**src/rtl/serial_adder.sv**
```systemverilog
// Bit-serial adder: one full adder processes A+B+CIN one bit per clock,
// starting at the LSB, and presents SUM/COUT with a one-cycle DONE pulse.
//
// Handshake: START is a request sampled on the rising edge. It is accepted
// only in IDLE or DONE, and ignored while BUSY is high. DONE is high for
// exactly one cycle when SUM/COUT take a new value. There is no
// back-pressure: the result is overwritten only by the next DONE.

// Single-bit full adder: h is the carry, l is the sum.
module full_adder (
  input  logic a,
  input  logic b,
  input  logic c,
  output logic h,
  output logic l
);
  assign l = a ^ b ^ c;
  assign h = (a & b) | (a & c) | (b & c);
endmodule

module serial_adder #(
  parameter int WIDTH = 8
) (
  input  logic             clk,
  input  logic             rst_n,
  input  logic             start,
  input  logic [WIDTH-1:0] a,
  input  logic [WIDTH-1:0] b,
  input  logic             cin,
  output logic             busy,
  output logic             done,
  output logic [WIDTH-1:0] sum,
  output logic             cout,
  output logic [1:0]       dbg_state
);

  localparam int CW = (WIDTH > 1) ? $clog2(WIDTH) : 1;
  localparam logic [CW-1:0] LAST = CW'(WIDTH - 1);

  typedef enum logic [1:0] {
    S_IDLE  = 2'd0,
    S_SHIFT = 2'd1,
    S_DONE  = 2'd2
  } state_t;

  state_t           state;
  state_t           state_nxt;
  logic [WIDTH-1:0] op_a;
  logic [WIDTH-1:0] op_b;
  logic [WIDTH-1:0] res;
  logic             carry;
  logic [CW-1:0]    cnt;
  logic             fa_h;
  logic             fa_l;
  logic             accept;
  logic             last;

  // START counts only outside SHIFT; an in-progress addition is never disturbed.
  assign accept = start && (state != S_SHIFT);
  assign last   = (cnt == LAST);

  full_adder u_fa (
    .a (op_a[0]),
    .b (op_b[0]),
    .c (carry),
    .h (fa_h),
    .l (fa_l)
  );

  // State register; reset wins over everything, including a pending START.
  always_ff @(posedge clk) begin
    if (!rst_n) state <= S_IDLE;
    else        state <= state_nxt;
  end

  // Next-state logic; DONE with START held goes straight back to SHIFT.
  always_comb begin
    state_nxt = state;
    case (state)
      S_IDLE:  if (start) state_nxt = S_SHIFT;
      S_SHIFT: if (last)  state_nxt = S_DONE;
      S_DONE:  state_nxt = start ? S_SHIFT : S_IDLE;
      default: state_nxt = S_IDLE;
    endcase
  end

  // Datapath: load on accept, then shift one bit per SHIFT cycle; the last
  // bit is merged directly into SUM so the result appears with DONE.
  always_ff @(posedge clk) begin
    if (!rst_n) begin
      op_a  <= '0;
      op_b  <= '0;
      res   <= '0;
      carry <= 1'b0;
      cnt   <= '0;
      sum   <= '0;
      cout  <= 1'b0;
    end else if (accept) begin
      op_a  <= a;
      op_b  <= b;
      carry <= cin;
      cnt   <= '0;
    end else if (state == S_SHIFT) begin
      res   <= {fa_l, res[WIDTH-1:1]};
      carry <= fa_h;
      op_a  <= op_a >> 1;
      op_b  <= op_b >> 1;
      cnt   <= cnt + CW'(1);
      if (last) begin
        sum  <= {fa_l, res[WIDTH-1:1]};
        cout <= fa_h;
      end
    end
  end

  // Status outputs decode the state register only, so no input reaches them.
  assign busy      = (state == S_SHIFT);
  assign done      = (state == S_DONE);
  assign dbg_state = state;

endmodule

```
**config.mk**
```make
export PLATFORM = sky130hd
export DESIGN_NAME = serial_adder
export DESIGN_NICKNAME = d
export VERILOG_FILES = /design/src/rtl/serial_adder.sv
export SDC_FILE = /design/constraint.sdc
export NUM_CORES = 1
export LEC_CHECK = 0
export CAP_MARGIN = 10
export CORE_MARGIN = 8
export CORE_UTILIZATION = 30
export CTS_CLUSTER_DIAMETER = 120
export DETAILED_ROUTE_END_ITERATION = 7
export PLACE_DENSITY = 0.63
export SYNTH_ARGS = -nofsm -noshare
export SYNTH_HDL_FRONTEND = slang
export SYNTH_SLANG_ARGS = --single-unit
```
**constraint.sdc**
```tcl
create_clock -name clk -period 1.6 [get_ports clk]
set_input_delay 0.32 -clock clk [delete_from_list [all_inputs] [get_ports clk]]
set_output_delay 0.32 -clock clk [all_outputs]
set_load 0.01 [all_outputs]
```
==> results.json <==
{
  "layout-drive-gt1-share": 0.0737,
  "ir_drop_v": 0.000462,
  "first_pass_iters": 5,
  "hold_buffers": 0,
  "final-hold-violation-count": 0,
  "min_path_type": "reg -> reg",
  "worst_path_max_delay_cell": "clkdlybuf4s50_1",
  "cts_max_level": 2,
  "drc_errors": 0,
  "synth_cells": 186,
  "path_delay_family": "buffers and inverters",
  "required_ns": 1.28,
  "crit_type": "reg -> out",
  "vias_per_cell": 4.56,
  "fillers": 542,
  "insertion_delay_ns": 0.29,
  "initial_core_util": 0.310,
  "fmax_ghz": 0.655,
  "clockRootBuffer": "clkbuf_8",
  "dp_hpwl_um": 2210,
  "gp_congestion": 0.685,
  "post-route-period-util": 0.955,
  "yosys_warnings": 0,
  "drv_slew": 0,
  "synth_ff_type": "dfxtp_1",
  "ant_nets": 0,
  "async_flop_share": 0,
  "syn_nets": 209,
  "synth_seq_cells": 38,
  "crit_chain": "clkdlybuf4s50_1",
  "grt_antenna_before_repair": 0,
  "synth_enable_flop_cells": 0,
  "post-route-min-period_ns": 1.53,
  "syn-cell-area_um2": 1570,
  "reg2reg_from": "cnt[0]$_SDFFE_PP0P_",
  "clk_pin_slew_ns": 0.07,
  "reg2reg_depth": 5,
  "status": "completed",
  "cpPeakStageDelay_ns": 0.56,
  "cts_buffers": 5,
  "r2r_slack_ns": 0.27,
  "nets": 239,
  "cts_tree": "yes",
  "grt_setup_unrepaired": "no",
  "worst_pin_slew_ns": 0.372,
  "power.density_nw_per_um2": 947,
  "cp.arrival_ns": 1.21,
  "wirelength_um": 3340,
  "hold_end": "cout$_SDFFE_PN0P_",
  "dpl_worst_slack_ns": 0.132,
  "num_vias": 1309,
  "whs_ns": 0.448,
  "die_w_um": 88.4,
  "post_cts_buffers": 0,
  "wl_per_cell_um": 11.6,
  "setup-violations-final": 0,
  "worst-path-buf-inv": 1,
  "power.leakage_uw": 0.000807,
  "grt_overflow": 0,
  "drt_iter0_drc": 52,
  "yosysSeqAreaShare": 0.484,
  "die_y_um": 88.4,
  "grt_pass1_vias": 1229,
  "min-delay-start": "cout$_SDFFE_PN0P_",
  "clock_skew_ns": 0.00537,
  "core-area_um2": 5070,
  "synthesis.area_per_instance_um2": 8.45,
  "setup_slack_ns": 0.0722,
  "n_antenna_cell": 0,
  "cts_sinks": 38,
  "globalRouteTotalUtil": 0.0906,
  "hold_depth": 2,
  "drv.max_cap_violation_count": 0,
  "std_cell_rows": 26,
  "critPathLaunchType": "register",
  "synth_cell_type_count": 28,
  "tns_ns": 0,
  "grt_max_degree": 47,
  "cp_max_fo": 5,
  "pin_count": 33,
  "worst_setup_path_end_kind": "primary output",
  "cts_resized": 3,
  "area_delta_synth_final_pct": 29.1,
  "grt_pass1_wl_um": 5510,
  "port_buffers": 32,
  "reg2reg_to": "sum[7]$_SDFFE_PN0P_",
  "relSlewSlack": 0.751,
  "die_area_um2": 7810,
  "clock_path_buffers": 2
}
-- tightest hold or removal path: cells and delay by family, from the launching register on --
kind,cells,cell delay (ns)
flops,1,0.31
simple gates,2,0.10
-- area by class of cell --
class,instances,area [um2],share of cell area
timing repair buffer,37,379,0.187
clock buffer,7,86.3,0.0425
clock inverter,1,5.00,0.00247
inverter,2,20.0,0.00986
sequential,38,761,0.375
tap,70,87.6,0.0432
multi-input combinational,132,691,0.340
-- synth_stat cells (2+ instances only) --
master | n | area share
a21boi_0 | 5 | 0.024
a21boi_1 | 4 | 0.019
a21oi_1 | 29 | 0.092
and2_1 | 2 | 0.0080
buf_2 | 4 | 0.013
buf_4 | 2 | 0.0096
clkbuf_1 | 5 | 0.012
dfxtp_1 | 38 | 0.48
ha_1 | 2 | 0.016
mux2i_1 | 2 | 0.013
nand2_1 | 41 | 0.098
nand3_1 | 20 | 0.064
nor2_1 | 3 | 0.0072
o21ai_0 | 15 | 0.048
-- placed cells by master, fill, tap and decap left out, types with 2 or more instances in the layout --
cell	count
a21boi_0	5
a21boi_1	4
a21oi_1	29
and2_1	2
buf_12	2
buf_4	3
clkbuf_8	6
clkdlybuf4s50_1	29
dfxtp_1	38
dlygate4sd2_1	3
ha_1	2
mux2i_1	2
nand2_1	41
nand3_1	20
nor2_1	3
o21ai_0	15
-- cells by family (layout without fill, tap and decap cells) --
kind of cell             Yosys count  in the layout  synth area share
AND/OR/NAND/NOR                   71             71             0.201
flip-flops                        38             38             0.484
multiplexers                       2              2            0.0127
AO/OA/AOI/OAI                     56             56             0.197
buffers and inverters             16             47            0.0764
adder cells (fa/ha/maj)            3              3            0.0287
-- sequential cells by signal (all words and copies together) (netlist names) --
name / count
sum: 8
cout: 1
dbg_state: 2
carry: 1
op_b: 8
cnt: 3
op_a: 8
res: 7
-- metal layers --
| layer | wire length [um] | global-route usage | vias to the layer above |
|---|---|---|---|
| met5 | 0 | 0 | - |
| li1 | - | - | 692 |
| met2 | 1480 | 0.139 | 30 |
| met3 | 198 | 0.0390 | 4 |
| met4 | 22 | 0.0369 | 0 |
| met1 | 1650 | 0.108 | 583 |
-- per-stage QoR --
step / total power, uW / utilization / instances / area (um2)
after global placement: 1270 / 0.383 / 279 / 1940
after floorplan: 1190 / - / 186 / 1570
after detailed placement: 1280 / 0.383 / 279 / 1940
after CTS: 1960 / 0.400 / 287 / 2030
after global routing: 2030 / 0.400 / 287 / 2030
final: 1920 / 0.400 / 287 / 2030
-- where the power goes --
group / leakage [uW] / internal [uW] / switching, uW
sequential: 0.000310 / 991 / 25.6
combinational: 0.000448 / 113 / 119
clock: 0.0000482 / 347 / 327
-- worst max path at each step --
stage                              start                        end  slack [ns]  depth (start not counted)
2_1_floorplan        cnt[0]$_SDFFE_PP0P_  dbg_state[1]$_SDFFE_PN0P_        0.34                          5
3_3_place_gp   dbg_state[1]$_SDFFE_PN0P_                       busy        0.14                          3
3_5_place_dp   dbg_state[1]$_SDFFE_PN0P_                       busy        0.13                          3
4_1_cts        dbg_state[1]$_SDFFE_PN0P_               dbg_state[1]        0.04                          1
5_1_grt        dbg_state[1]$_SDFFE_PN0P_                       busy       0.001                          3
6_report       dbg_state[1]$_SDFFE_PN0P_               dbg_state[1]        0.07                          1
Power figures use the tool's default switching activity.
